===== src/rtl/cpld_frame_if.sv =====
// Serial frame link to the board CPLD: shifts out LED + multiplexed hex digit frames,
// samples switch bits back on the same frame and debounces them across frames.
module cpld_frame_if #(
    parameter int unsigned DIV_LOG2   = 10,
    parameter int unsigned N_LED      = 8,
    parameter int unsigned N_DIG      = 2,
    parameter int unsigned N_SW       = 8,
    parameter int unsigned DEB_FRAMES = 2
) (
    input  logic               clk_i,
    input  logic               rstn_i,
    input  logic [N_LED-1:0]   led_i,
    input  logic [4*N_DIG-1:0] dig_i,
    input  logic [N_DIG-1:0]   dp_i,
    input  logic [N_DIG-1:0]   blank_i,
    output logic [N_SW-1:0]    sw_o,
    output logic               sw_chg_o,
    output logic               sw_valid_o,
    output logic               frame_done_o,
    output logic               cpld_rstn_o,
    output logic               cpld_clk_o,
    output logic               cpld_load_o,
    output logic               cpld_mosi_o,
    input  logic               cpld_miso_i
);

    localparam int unsigned FRAME_W = N_LED + N_DIG + 8;
    localparam int unsigned BW      = $clog2(FRAME_W);
    localparam int unsigned DW      = (N_DIG > 1) ? $clog2(N_DIG) : 1;

    localparam logic [BW-1:0] LastBit = BW'(FRAME_W - 1);
    localparam logic [DW-1:0] LastDig = DW'(N_DIG - 1);
    localparam logic [3:0]    DebMax  = 4'(DEB_FRAMES - 1);

    typedef enum logic {StWait, StShift} state_e;

    state_e               state_q, state_d;
    logic [1:0]           rst_sync_q;
    logic                 cpld_rstn;
    logic [DIV_LOG2-1:0]  wcnt_q;
    logic [DIV_LOG2-1:0]  pcnt_q;
    logic [BW-1:0]        bcnt_q;
    logic [DW-1:0]        dcnt_q, dig_nxt;
    logic [FRAME_W-1:0]   tx_shr_q, frame_d;
    logic [N_SW-1:0]      raw_q, raw_full, prev_q, sw_q;
    logic [3:0]           deb_cnt_q, deb_cnt_d;
    logic                 valid_q, chg_q, done_q;
    logic                 in_shift, wait_done, tick, last, start, accept;
    logic [N_DIG-1:0]     onehot;
    logic [3:0]           nib;
    logic                 sel_dp, sel_blank;
    logic [7:0]           seg;

    // Active-high segment pattern {g,f,e,d,c,b,a} for a hex nibble.
    function automatic logic [6:0] hex7(input logic [3:0] v);
        case (v)
            4'h0: hex7 = 7'h3F;
            4'h1: hex7 = 7'h06;
            4'h2: hex7 = 7'h5B;
            4'h3: hex7 = 7'h4F;
            4'h4: hex7 = 7'h66;
            4'h5: hex7 = 7'h6D;
            4'h6: hex7 = 7'h7D;
            4'h7: hex7 = 7'h07;
            4'h8: hex7 = 7'h7F;
            4'h9: hex7 = 7'h6F;
            4'hA: hex7 = 7'h77;
            4'hB: hex7 = 7'h7C;
            4'hC: hex7 = 7'h39;
            4'hD: hex7 = 7'h5E;
            4'hE: hex7 = 7'h79;
            default: hex7 = 7'h71;
        endcase
    endfunction

    // Two-flop synchronised release of the CPLD reset.
    always_ff @(posedge clk_i or negedge rstn_i) begin
        if (!rstn_i) rst_sync_q <= 2'b00;
        else         rst_sync_q <= {rst_sync_q[0], 1'b1};
    end

    assign cpld_rstn = rst_sync_q[1];

    assign in_shift  = (state_q == StShift);
    assign wait_done = (state_q == StWait) && cpld_rstn && (&wcnt_q);
    assign tick      = in_shift && (&pcnt_q);
    assign last      = tick && (bcnt_q == LastBit);
    // A frame starts on leaving the wait state and on every frame wrap.
    assign start     = wait_done || last;
    assign dig_nxt   = last ? ((dcnt_q == LastDig) ? '0 : dcnt_q + 1'b1) : dcnt_q;

    // FSM state register.
    always_ff @(posedge clk_i or negedge rstn_i) begin
        if (!rstn_i) state_q <= StWait;
        else         state_q <= state_d;
    end

    // FSM next state: one idle bit period after CPLD reset release, then frames forever.
    always_comb begin
        state_d = state_q;
        unique case (state_q)
            StWait:  if (wait_done) state_d = StShift;
            StShift: state_d = StShift;
            default: state_d = StWait;
        endcase
    end

    // FSM outputs: serial pins are held low until shifting starts.
    always_comb begin
        cpld_clk_o  = 1'b0;
        cpld_load_o = 1'b0;
        cpld_mosi_o = 1'b0;
        if (in_shift) begin
            cpld_clk_o  = pcnt_q[DIV_LOG2-1];
            cpld_load_o = (bcnt_q == LastBit);
            cpld_mosi_o = tx_shr_q[0];
        end
    end

    // Frame word for the digit that the starting frame will show.
    always_comb begin
        onehot    = '0;
        nib       = '0;
        sel_dp    = 1'b0;
        sel_blank = 1'b0;
        for (int i = 0; i < N_DIG; i++) begin
            if (dig_nxt == DW'(i)) begin
                onehot[i] = 1'b1;
                nib       = dig_i[4*i +: 4];
                sel_dp    = dp_i[i];
                sel_blank = blank_i[i];
            end
        end
        seg     = sel_blank ? 8'h00 : {sel_dp, hex7(nib)};
        frame_d = {seg, onehot, led_i};
    end

    // Wait timer, bit prescaler, bit counter, digit index and transmit shifter.
    always_ff @(posedge clk_i or negedge rstn_i) begin
        if (!rstn_i) begin
            wcnt_q   <= '0;
            pcnt_q   <= '0;
            bcnt_q   <= '0;
            dcnt_q   <= '0;
            tx_shr_q <= '0;
        end else begin
            wcnt_q <= ((state_q == StWait) && cpld_rstn) ? wcnt_q + 1'b1 : '0;
            pcnt_q <= in_shift ? pcnt_q + 1'b1 : '0;
            if (last)      bcnt_q <= '0;
            else if (tick) bcnt_q <= bcnt_q + 1'b1;
            dcnt_q <= dig_nxt;
            if (start)     tx_shr_q <= frame_d;
            else if (tick) tx_shr_q <= tx_shr_q >> 1;
        end
    end

    // Raw switch word including the bit sampled on the current tick.
    always_comb begin
        raw_full = raw_q;
        for (int k = 0; k < N_SW; k++) begin
            if (tick && (bcnt_q == BW'(k))) raw_full[k] = cpld_miso_i;
        end
    end

    // Debounce decision evaluated on the last tick of each frame.
    always_comb begin
        if (raw_full == prev_q) deb_cnt_d = (deb_cnt_q == DebMax) ? DebMax : deb_cnt_q + 4'd1;
        else                    deb_cnt_d = 4'd0;
        accept = last && (deb_cnt_d == DebMax) && ((raw_full != sw_q) || !valid_q);
    end

    // Switch capture, debounce history and status pulses.
    always_ff @(posedge clk_i or negedge rstn_i) begin
        if (!rstn_i) begin
            raw_q     <= '0;
            prev_q    <= '0;
            deb_cnt_q <= '0;
            sw_q      <= '0;
            valid_q   <= 1'b0;
            chg_q     <= 1'b0;
            done_q    <= 1'b0;
        end else begin
            raw_q  <= raw_full;
            done_q <= last;
            chg_q  <= accept && (raw_full != sw_q);
            if (last) begin
                prev_q    <= raw_full;
                deb_cnt_q <= deb_cnt_d;
            end
            if (accept) begin
                sw_q    <= raw_full;
                valid_q <= 1'b1;
            end
        end
    end

    assign sw_o         = sw_q;
    assign sw_chg_o     = chg_q;
    assign sw_valid_o   = valid_q;
    assign frame_done_o = done_q;
    assign cpld_rstn_o  = cpld_rstn;

endmodule


===== config.mk =====
export PLATFORM = sky130hd
export DESIGN_NAME = cpld_frame_if
export DESIGN_NICKNAME = d
export VERILOG_FILES = /design/src/rtl/cpld_frame_if.sv
export SDC_FILE = /design/constraint.sdc
export NUM_CORES = 1
export LEC_CHECK = 0
export ABC_AREA = 1
export CAP_MARGIN = 20
export CELL_PAD_IN_SITES_DETAIL_PLACEMENT = 0
export CELL_PAD_IN_SITES_GLOBAL_PLACEMENT = 2
export CORE_MARGIN = 3
export CORE_UTILIZATION = 37
export CTS_CLUSTER_SIZE = 40
export DETAILED_ROUTE_END_ITERATION = 7
export PLACE_DENSITY = 0.86
export SETUP_SLACK_MARGIN = 0.02
export SYNTH_ARGS = -nofsm -noshare
export SYNTH_HDL_FRONTEND = slang
export SYNTH_SLANG_ARGS = --single-unit

===== constraint.sdc =====
create_clock -name clk_i -period 3.8 [get_ports clk_i]
set_input_delay 0.57 -clock clk_i [delete_from_list [all_inputs] [get_ports clk_i]]
set_output_delay 0.57 -clock clk_i [all_outputs]
set_load 0.01 [all_outputs]

==> impl_results.md, run 1 <==
- Hpwl dp: 7905 um
- Post-Synthesis Cells: 621
- Row count: 40
- Internal power: 1387 uW
- Number of nets still failing antenna checks after routing: 0
- Placed Cells: 817
- Worst Setup Path Type: register to register
- CTS tree: built
- R2R depth: 16
- Number of buffers inserted during clock tree synthesis: 9
- Number of pins with negative max-slew slack in the final report: 0
- Share of total power in combinational logic: 4.3%
- Routed vias/inst: 4.760
- RSZ-0062 raised after global routing: no
- Starting density of the core: 38.27%
- Number of gates given a new drive strength after cts: 0
- Number of buffers on the longest clock path: 2
- End of the worst register-to-register path: tx_shr_q[13]
- Most used DFF post-synth: sky130_fd_sc_hd__dfrtp_1
- Number of enable flip-flop cells after synthesis: 0
- Static Leakage: 0.002698 uW
- Final weighted congestion of routability-driven global placement: 0.8282
- Commonest non-fill, non-tap cells in the layout: 161 x sky130_fd_sc_hd__nand2_1, 91 x sky130_fd_sc_hd__inv_1, 78 x sky130_fd_sc_hd__dfrtp_1
- Max-cap violations: 0
- Period minus WS final: 2.953 ns
- Element type at the critical path start: register
- Routed wire length per instance: 12.71 um
- Async set-reset flop share out of synthesis: 100.0%
- Post-layout instance count excluding filler cells: 832
- Routed vias: 3960
- Clock tree root driver cell: sky130_fd_sc_hd__clkbuf_16
- Most common cell after layout, fill and taps aside: sky130_fd_sc_hd__nand2_1
- Die footprint: 13960 um^2
- Hold bufs inserted after CTS: 0
- Post-CTS Setup Repair Bufs: 0
- Hold Fails Final Rpt: 0
- Worst setup EP type: register
- Switch Pwr: 380.7 uW
- Flop pwr share: 47.3%
- First-pass GRT wire length: 18490 um
- Fmax: 0.3386 GHz
- Number of antenna violations at the first check in global routing: 0
- Antenna diode count: 0
- Post-synthesis sequential area ratio: 41.94%
- Core region area: 12160 um^2
- Clock latency reported for the late side of the worst-skew pair: 0.34 ns
- Count of TritonRoute iterations in the first routing pass: 7
- Final #Nets: 696
- Part of the total power dissipated in the clock network: 48.4%
- Mapped cell area: 4654 um^2
- Boundary pin count: 38
- CP Data Arrival Time: 3.22 ns
- Standard cell area after detailed placement: 5176 um^2
- Via count of the first global-routing pass: 3831
- Run status: finished clean
- Nets in the synthesized netlist: 657
- Slack of the worst reg-to-reg path: 0.85 ns
- Global route overflow: 0
- Final setup violating endpoints: 0
- Required time worst endpoint: 4.06 ns
- Crit path max fanout: 20
- Launch instance of the worst register-to-register path: pcnt_q[0]
- Fraction of layout cells with a size suffix above 1: 10.39%
- H-tree levels: 3
- Switching share of power: 21.54%
- Worst hold path class: input pin to asynchronous set/reset pin
- Starting DRT DRC Count: 171
- Mapped Avg Cell Area: 7.495 um^2
- Post-route design area: 5466 um^2
- Total Power Consumption: 1768 uW
- CTS sink count: 78
- Max VDD drop: 0.0001692 V
- Synth warnings: 0
- Measured slew at the worst slew-check pin: 0.7351 ns
- Vertical die dimension: 118.2 um
- Sum of routed wire length over all layers: 10570 um
- Synthesis-to-finish area growth: 17.45%
- Post-route DRC: 0
- Fin Setup TNS: 0 ns
- CTS clk-pin slew, worst paths: 0.06 ns
- Power density of the placed cells: 323.3 nW/um^2
- Largest net degree at the start of global routing: 56
- Die Wd: 118.2 um
- Port Buffers: 37
- Register bit total from synthesis: 78
- Max-Slew Margin vs Limit: 51.00%
- Fraction of the cycle the final worst path needs: 77.72%
- Final clock skew: 0.006876 ns
- GRT Total Usage: 16.23%
- Synth unique cells: 35
-- registers in the layout, indices dropped and copies added (netlist names), 2 cells and up --
register,count
tx_shr_q,18
bcnt_q,5
rst_sync_q,2
raw_q,8
pcnt_q,10
prev_q,8
wcnt_q,10
sw_o,8
deb_cnt_q,4
-- power by group through the flow --
stage,clock network (uW),registers (uW),logic [uW]
6_report,856,836,75.4
5_1_grt,921,836,86.5
4_1_cts,879,836,78.0
3_5_place_dp,0,852,77.8
3_3_place_gp,0,851,76.2
2_1_floorplan,0,852,28.1
-- synth_stat cells, types with 4 or more instances --
cell | number | area [um^2]
sky130_fd_sc_hd__nor2_1 | 44 | 165.2
sky130_fd_sc_hd__nand2_2 | 12 | 75.07
sky130_fd_sc_hd__a31oi_1 | 7 | 43.79
sky130_fd_sc_hd__dfrtp_1 | 78 | 1952
sky130_fd_sc_hd__nor2_2 | 5 | 31.28
sky130_fd_sc_hd__inv_1 | 91 | 341.6
sky130_fd_sc_hd__ha_1 | 13 | 162.7
sky130_fd_sc_hd__o211ai_1 | 11 | 82.58
sky130_fd_sc_hd__a21oi_1 | 26 | 130.1
sky130_fd_sc_hd__inv_2 | 8 | 30.03
sky130_fd_sc_hd__o21ai_0 | 30 | 150.1
sky130_fd_sc_hd__nor2_4 | 6 | 67.56
sky130_fd_sc_hd__clkbuf_1 | 6 | 22.52
sky130_fd_sc_hd__nand2_1 | 161 | 604.3
sky130_fd_sc_hd__nand3_1 | 66 | 330.3
sky130_fd_sc_hd__buf_4 | 4 | 30.03
sky130_fd_sc_hd__nand3_2 | 8 | 80.08
sky130_fd_sc_hd__nor3_1 | 17 | 85.08
-- layer usage --
metal | share of wire [%] | vias to the layer above | global-route usage (%)
met5 | 0 | - | 0
met1 | 51 | 1828 | 22.98
met4 | 1.3 | 0 | 4.835
li1 | - | 2069 | -
met3 | 3.1 | 12 | 3.541
met2 | 45 | 51 | 24.90
-- critical path, stage by stage, from the launching register on --
cell and delay, ns:
sky130_fd_sc_hd__dfrtp_1 0.37, sky130_fd_sc_hd__ha_1 0.19, sky130_fd_sc_hd__nand2_1 0.10, sky130_fd_sc_hd__nor2_4 0.17
sky130_fd_sc_hd__nand3_2 0.13, sky130_fd_sc_hd__nor2_4 0.40, sky130_fd_sc_hd__nand2_4 0.08, sky130_fd_sc_hd__nand2_1 0.09
sky130_fd_sc_hd__nand2_2 0.18, sky130_fd_sc_hd__o21ai_2 0.32, sky130_fd_sc_hd__inv_1 0.10, sky130_fd_sc_hd__ha_1 0.28
sky130_fd_sc_hd__inv_1 0.07, sky130_fd_sc_hd__nor2_1 0.05, sky130_fd_sc_hd__o21ai_1 0.13, sky130_fd_sc_hd__nand3_1 0.08
sky130_fd_sc_hd__a21oi_1 0.14
-- worst max-delay path by stage --
stage	from	end	slack, ns
final	pcnt_q[0]	tx_shr_q[13]	0.85
after global routing	pcnt_q[0]	tx_shr_q[10]	0.48
after CTS	pcnt_q[0]	tx_shr_q[13]	0.79
after detailed placement	pcnt_q[0]	tx_shr_q[13]	0.82
after global placement	pcnt_q[0]	tx_shr_q[13]	0.82
after floorplan	pcnt_q[0]	tx_shr_q[13]	1.30
-- cells by family (layout without fill, tap and decap cells) --
logic type	after synthesis	in the layout	synth area share, %
xor+xnor	2	2	0.3764
flops	78	78	41.94
compound gates	83	83	10.24
buf+inv	114	157	10.03
fa+ha+maj	13	13	3.495
simple gates	330	330	33.84
other cells	1	1	0.08057
-- per-stage QoR --
stage / hold slack (ns) / util [%] / setup WS [ns]
2_1_floorplan: 0.2744 / - / 1.299
3_3_place_gp: 0.3321 / 42.56 / 0.8239
3_5_place_dp: 0.3434 / 42.56 / 0.8157
4_1_cts: 0.3274 / 44.95 / 0.7937
5_1_grt: 0.3415 / 44.95 / 0.4781
6_report: 0.2819 / 44.95 / 0.8468
-- area by class of cell --
type                       instances  area [um^2]
sequential                        78         1952
clock inverter                     4        47.55
inverter                         101        380.4
tap                              168        210.2
clock buffer                      11        242.7
timing repair buffer              41        397.9
fill                            1261         6695
multi-input combinational        429         2236
Note: power is estimated with default switching activity, not from simulation.
==> run 2: changes to the inputs <==
--- a/config.mk
+++ b/config.mk
@@ -10,10 +10,10 @@
 export CELL_PAD_IN_SITES_DETAIL_PLACEMENT = 0
 export CELL_PAD_IN_SITES_GLOBAL_PLACEMENT = 2
 export CORE_MARGIN = 3
-export CORE_UTILIZATION = 37
+export CORE_UTILIZATION = 34
 export CTS_CLUSTER_SIZE = 40
 export DETAILED_ROUTE_END_ITERATION = 7
-export PLACE_DENSITY = 0.86
+export PLACE_DENSITY = 0.8
 export SETUP_SLACK_MARGIN = 0.02
 export SYNTH_ARGS = -nofsm -noshare
 export SYNTH_HDL_FRONTEND = slang
==> constraint.sdc (replaced) <==
create_clock -name clk_i -period 2.84 [get_ports clk_i]
set_input_delay 0.426 -clock clk_i [delete_from_list [all_inputs] [get_ports clk_i]]
set_output_delay 0.426 -clock clk_i [all_outputs]
set_load 0.01 [all_outputs]
==> impl_results.md, run 2 (synthesized netlist as in run 1, its figures left out) <==
- Run status: finished clean (unchanged)
- Number of nets still failing antenna checks after routing: 0 (unchanged)
- Slack of the worst reg-to-reg path: 0.21 ns (was 0.85 ns)
- Final #Nets: 723 (was 696)
- Routed vias: 4106 (was 3960)
- Post-layout instance count excluding filler cells: 867 (was 832)
- Worst hold path class: input pin to asynchronous set/reset pin (unchanged)
- CP Data Arrival Time: 2.90 ns (was 3.22 ns)
- Static Leakage: 0.002854 uW (was 0.002698 uW)
- Internal power: 1836 uW (was 1387 uW)
- Routed vias/inst: 4.736 (was 4.760)
- Max VDD drop: 0.0002084 V (was 0.0001692 V)
- Number of inserted filler cells in the final layout: 1369 (was 1261)
- Part of the total power dissipated in the clock network: 48.1% (was 48.4%)
- Largest incremental delay on the critical path: 0.38 ns (was 0.40 ns)
- Number of buffers inserted during clock tree synthesis: 9 (unchanged)
- Placed Cells: 839 (was 817)
- Fraction of layout cells with a size suffix above 1: 14.18% (was 10.39%)
- Via count of the first global-routing pass: 3919 (was 3831)
- Biggest register: tx_shr_q (unchanged)
- Commonest non-fill, non-tap cells in the layout: 161 x sky130_fd_sc_hd__nand2_1, 91 x sky130_fd_sc_hd__inv_1, 78 x sky130_fd_sc_hd__dfrtp_1 (unchanged)
- Required time worst endpoint: 3.11 ns (was 4.06 ns)
- Boundary pin count: 38 (unchanged)
- Regs by FF count: tx_shr_q (18), pcnt_q (10), wcnt_q (10) (unchanged)
- Post-route DRC: 0 (unchanged)
- Post-route design area: 5713 um^2 (was 5466 um^2)
- Max-Slew Margin vs Limit: 64.19% (was 51.00%)
- Switching share of power: 22.27% (was 21.54%)
- Starting DRT DRC Count: 257 (was 171)
- Power density of the placed cells: 413.5 nW/um^2 (was 323.3 nW/um^2)
- RSZ-0062 raised after global routing: yes (was no)
- Final clock skew: 0.006432 ns (was 0.006876 ns)
- Worst Setup Path Type: register to register (unchanged)
- Multi-input gate area in the final layout: 2281 um^2 (was 2236 um^2)
- Switch Pwr: 526.2 uW (was 380.7 uW)
- Port Buffers: 37 (unchanged)
- Period minus WS final: 2.627 ns (was 2.953 ns)
- Max-cap violations: 0 (unchanged)
- Standard cell area after detailed placement: 5291 um^2 (was 5176 um^2)
- Flop pwr share: 47.4% (was 47.3%)
- CTS sink count: 78 (unchanged)
- Fmax: 0.3806 GHz (was 0.3386 GHz)
- Share of total power in combinational logic: 4.5% (was 4.3%)
- Flip-flop count of the largest register after layout: 18 (unchanged)
- Die footprint: 15130 um^2 (was 13960 um^2)
- Fraction of the cycle the final worst path needs: 92.51% (was 77.72%)
- Hold Fails Final Rpt: 0 (unchanged)
- Core region area: 13300 um^2 (was 12160 um^2)
- Worst setup EP type: register (unchanged)
- Crit path max fanout: 7 (was 20)
- Number of pins with negative max-slew slack in the final report: 0 (unchanged)
- Critical-path top delay cell: sky130_fd_sc_hd__dfrtp_1 (was sky130_fd_sc_hd__nor2_4)
- Cell breakdown of the critical path: ha_2, nand2_1, nor2_4, nand4_1, nor2_4, nand2_1, nand2_4, nand2_1, o21ai_4, inv_1, ha_1, inv_1, nor2_1, o21ai_1, nand3_1, a21oi_1 (was ha_1, nand2_1, nor2_4, nand3_2, nor2_4, nand2_4, nand2_1, nand2_2, o21ai_2, inv_1, ha_1, inv_1, nor2_1, o21ai_1, nand3_1, a21oi_1)
- Element type at the critical path start: register (unchanged)
- Most common cell after layout, fill and taps aside: sky130_fd_sc_hd__nand2_1 (unchanged)
- Area taken by flip-flops and latches: 1952 um^2 (unchanged)
- Final setup violating endpoints: 0 (unchanged)
- Clock latency reported for the late side of the worst-skew pair: 0.35 ns (was 0.34 ns)
- Sum of routed wire length over all layers: 11470 um (was 10570 um)
- Synthesis-to-finish area growth: 22.74% (was 17.45%)
- Final weighted congestion of routability-driven global placement: 0.8461 (was 0.8282)
- Largest net degree at the start of global routing: 40 (was 56)
- Count of TritonRoute iterations in the first routing pass: 5 (was 7)
- Antenna diode count: 0 (unchanged)
- Global route overflow: 0 (unchanged)
- Clock tree root driver cell: sky130_fd_sc_hd__clkbuf_16 (unchanged)
- Row count: 42 (was 40)
- Measured slew at the worst slew-check pin: 0.5359 ns (was 0.7351 ns)
- GRT Total Usage: 16.22% (was 16.23%)
- Final worst hold slack: 0.05297 ns (was 0.2819 ns)
- CTS clk-pin slew, worst paths: 0.06 ns (about the same)
- Die Wd: 123 um (was 118.2 um)
- Vertical die dimension: 123 um (was 118.2 um)
- CTS tree: built (unchanged)
- H-tree levels: 3 (unchanged)
- Routed wire length per instance: 13.23 um (was 12.71 um)
- Number of buffers on the longest clock path: 2 (unchanged)
- Crit path top cell by count: sky130_fd_sc_hd__nand2_1
- Hpwl dp: 8477 um (was 7905 um)
- Number of antenna violations at the first check in global routing: 0 (unchanged)
- First-pass GRT wire length: 19160 um (was 18490 um)
- Starting density of the core: 35.01% (was 38.27%)
run 2: final timing paths:
check                                 to  cells past startpoint     startpoint
min in group clk_i         rst_sync_q[1]                      0  rst_sync_q[0]
max in group asynchronous   deb_cnt_q[3]                      2         rstn_i
setup / recovery            tx_shr_q[13]                     16      pcnt_q[0]
hold reg to reg            rst_sync_q[1]                      0  rst_sync_q[0]
hold / removal                 wcnt_q[3]                      1         rstn_i
setup reg to reg            tx_shr_q[13]                     16      pcnt_q[0]
run 2: layout make-up:
| class | count | share of cell area, % |
|---|---|---|
| Multi-Input combinational cell | 430 | 39.93 |
| Sequential cell | 78 | 34.17 |
| Timing Repair Buffer | 67 | 10.47 |
| Inverter | 101 | 6.658 |
| Clock buffer | 11 | 4.074 |
| Tap cell | 176 | 3.855 |
| Clock inverter | 4 | 0.8541 |
run 2: power by group through the flow:
stage / clock [uW] / combinational (uW) / sequential (uW)
floorplan: 0 / 37.6 / 1140
global placement: 0 / 107 / 1140
detailed placement: 0 / 108 / 1140
CTS: 1170 / 108 / 1120
global route: 1210 / 121 / 1120
finish: 1140 / 107 / 1120
run 2: critical path: cells and delay by family, from the launching register on:
kind                       cells  cell delay [ns]
and+or+nand+nor                9             1.14
buffers and inverters          2             0.17
adders and majority gates      2             0.48
DFF                            1             0.38
AOI/OAI and AO/OA              3             0.37
run 2: repair_timing:
action	in CTS	in global routing
resized for setup	0	12
hold buffers	0	0
setup endpoints to repair	0	15
setup buffers	0	11
run 2: metrics by stage:
stage	power (uW)	setup WS (ns)	TNS (ns)	util [%]
finish	2363	0.2128	0	42.97
detailed placement	1247	0.1494	0	39.80
global placement	1247	0.1962	0	39.80
floorplan	1177	0.3388	0	-
global route	2452	-0.03696	-0.04046	42.97
CTS	2399	0.1488	0	41.92
run 2: metal layers:
| layer | routed length [um] | global-route usage (%) |
|---|---|---|
| met5 | 0 | 0 |
| met4 | 217 | 7.197 |
| met3 | 358 | 2.287 |
| met2 | 5213 | 25.25 |
| met1 | 5681 | 22.51 |
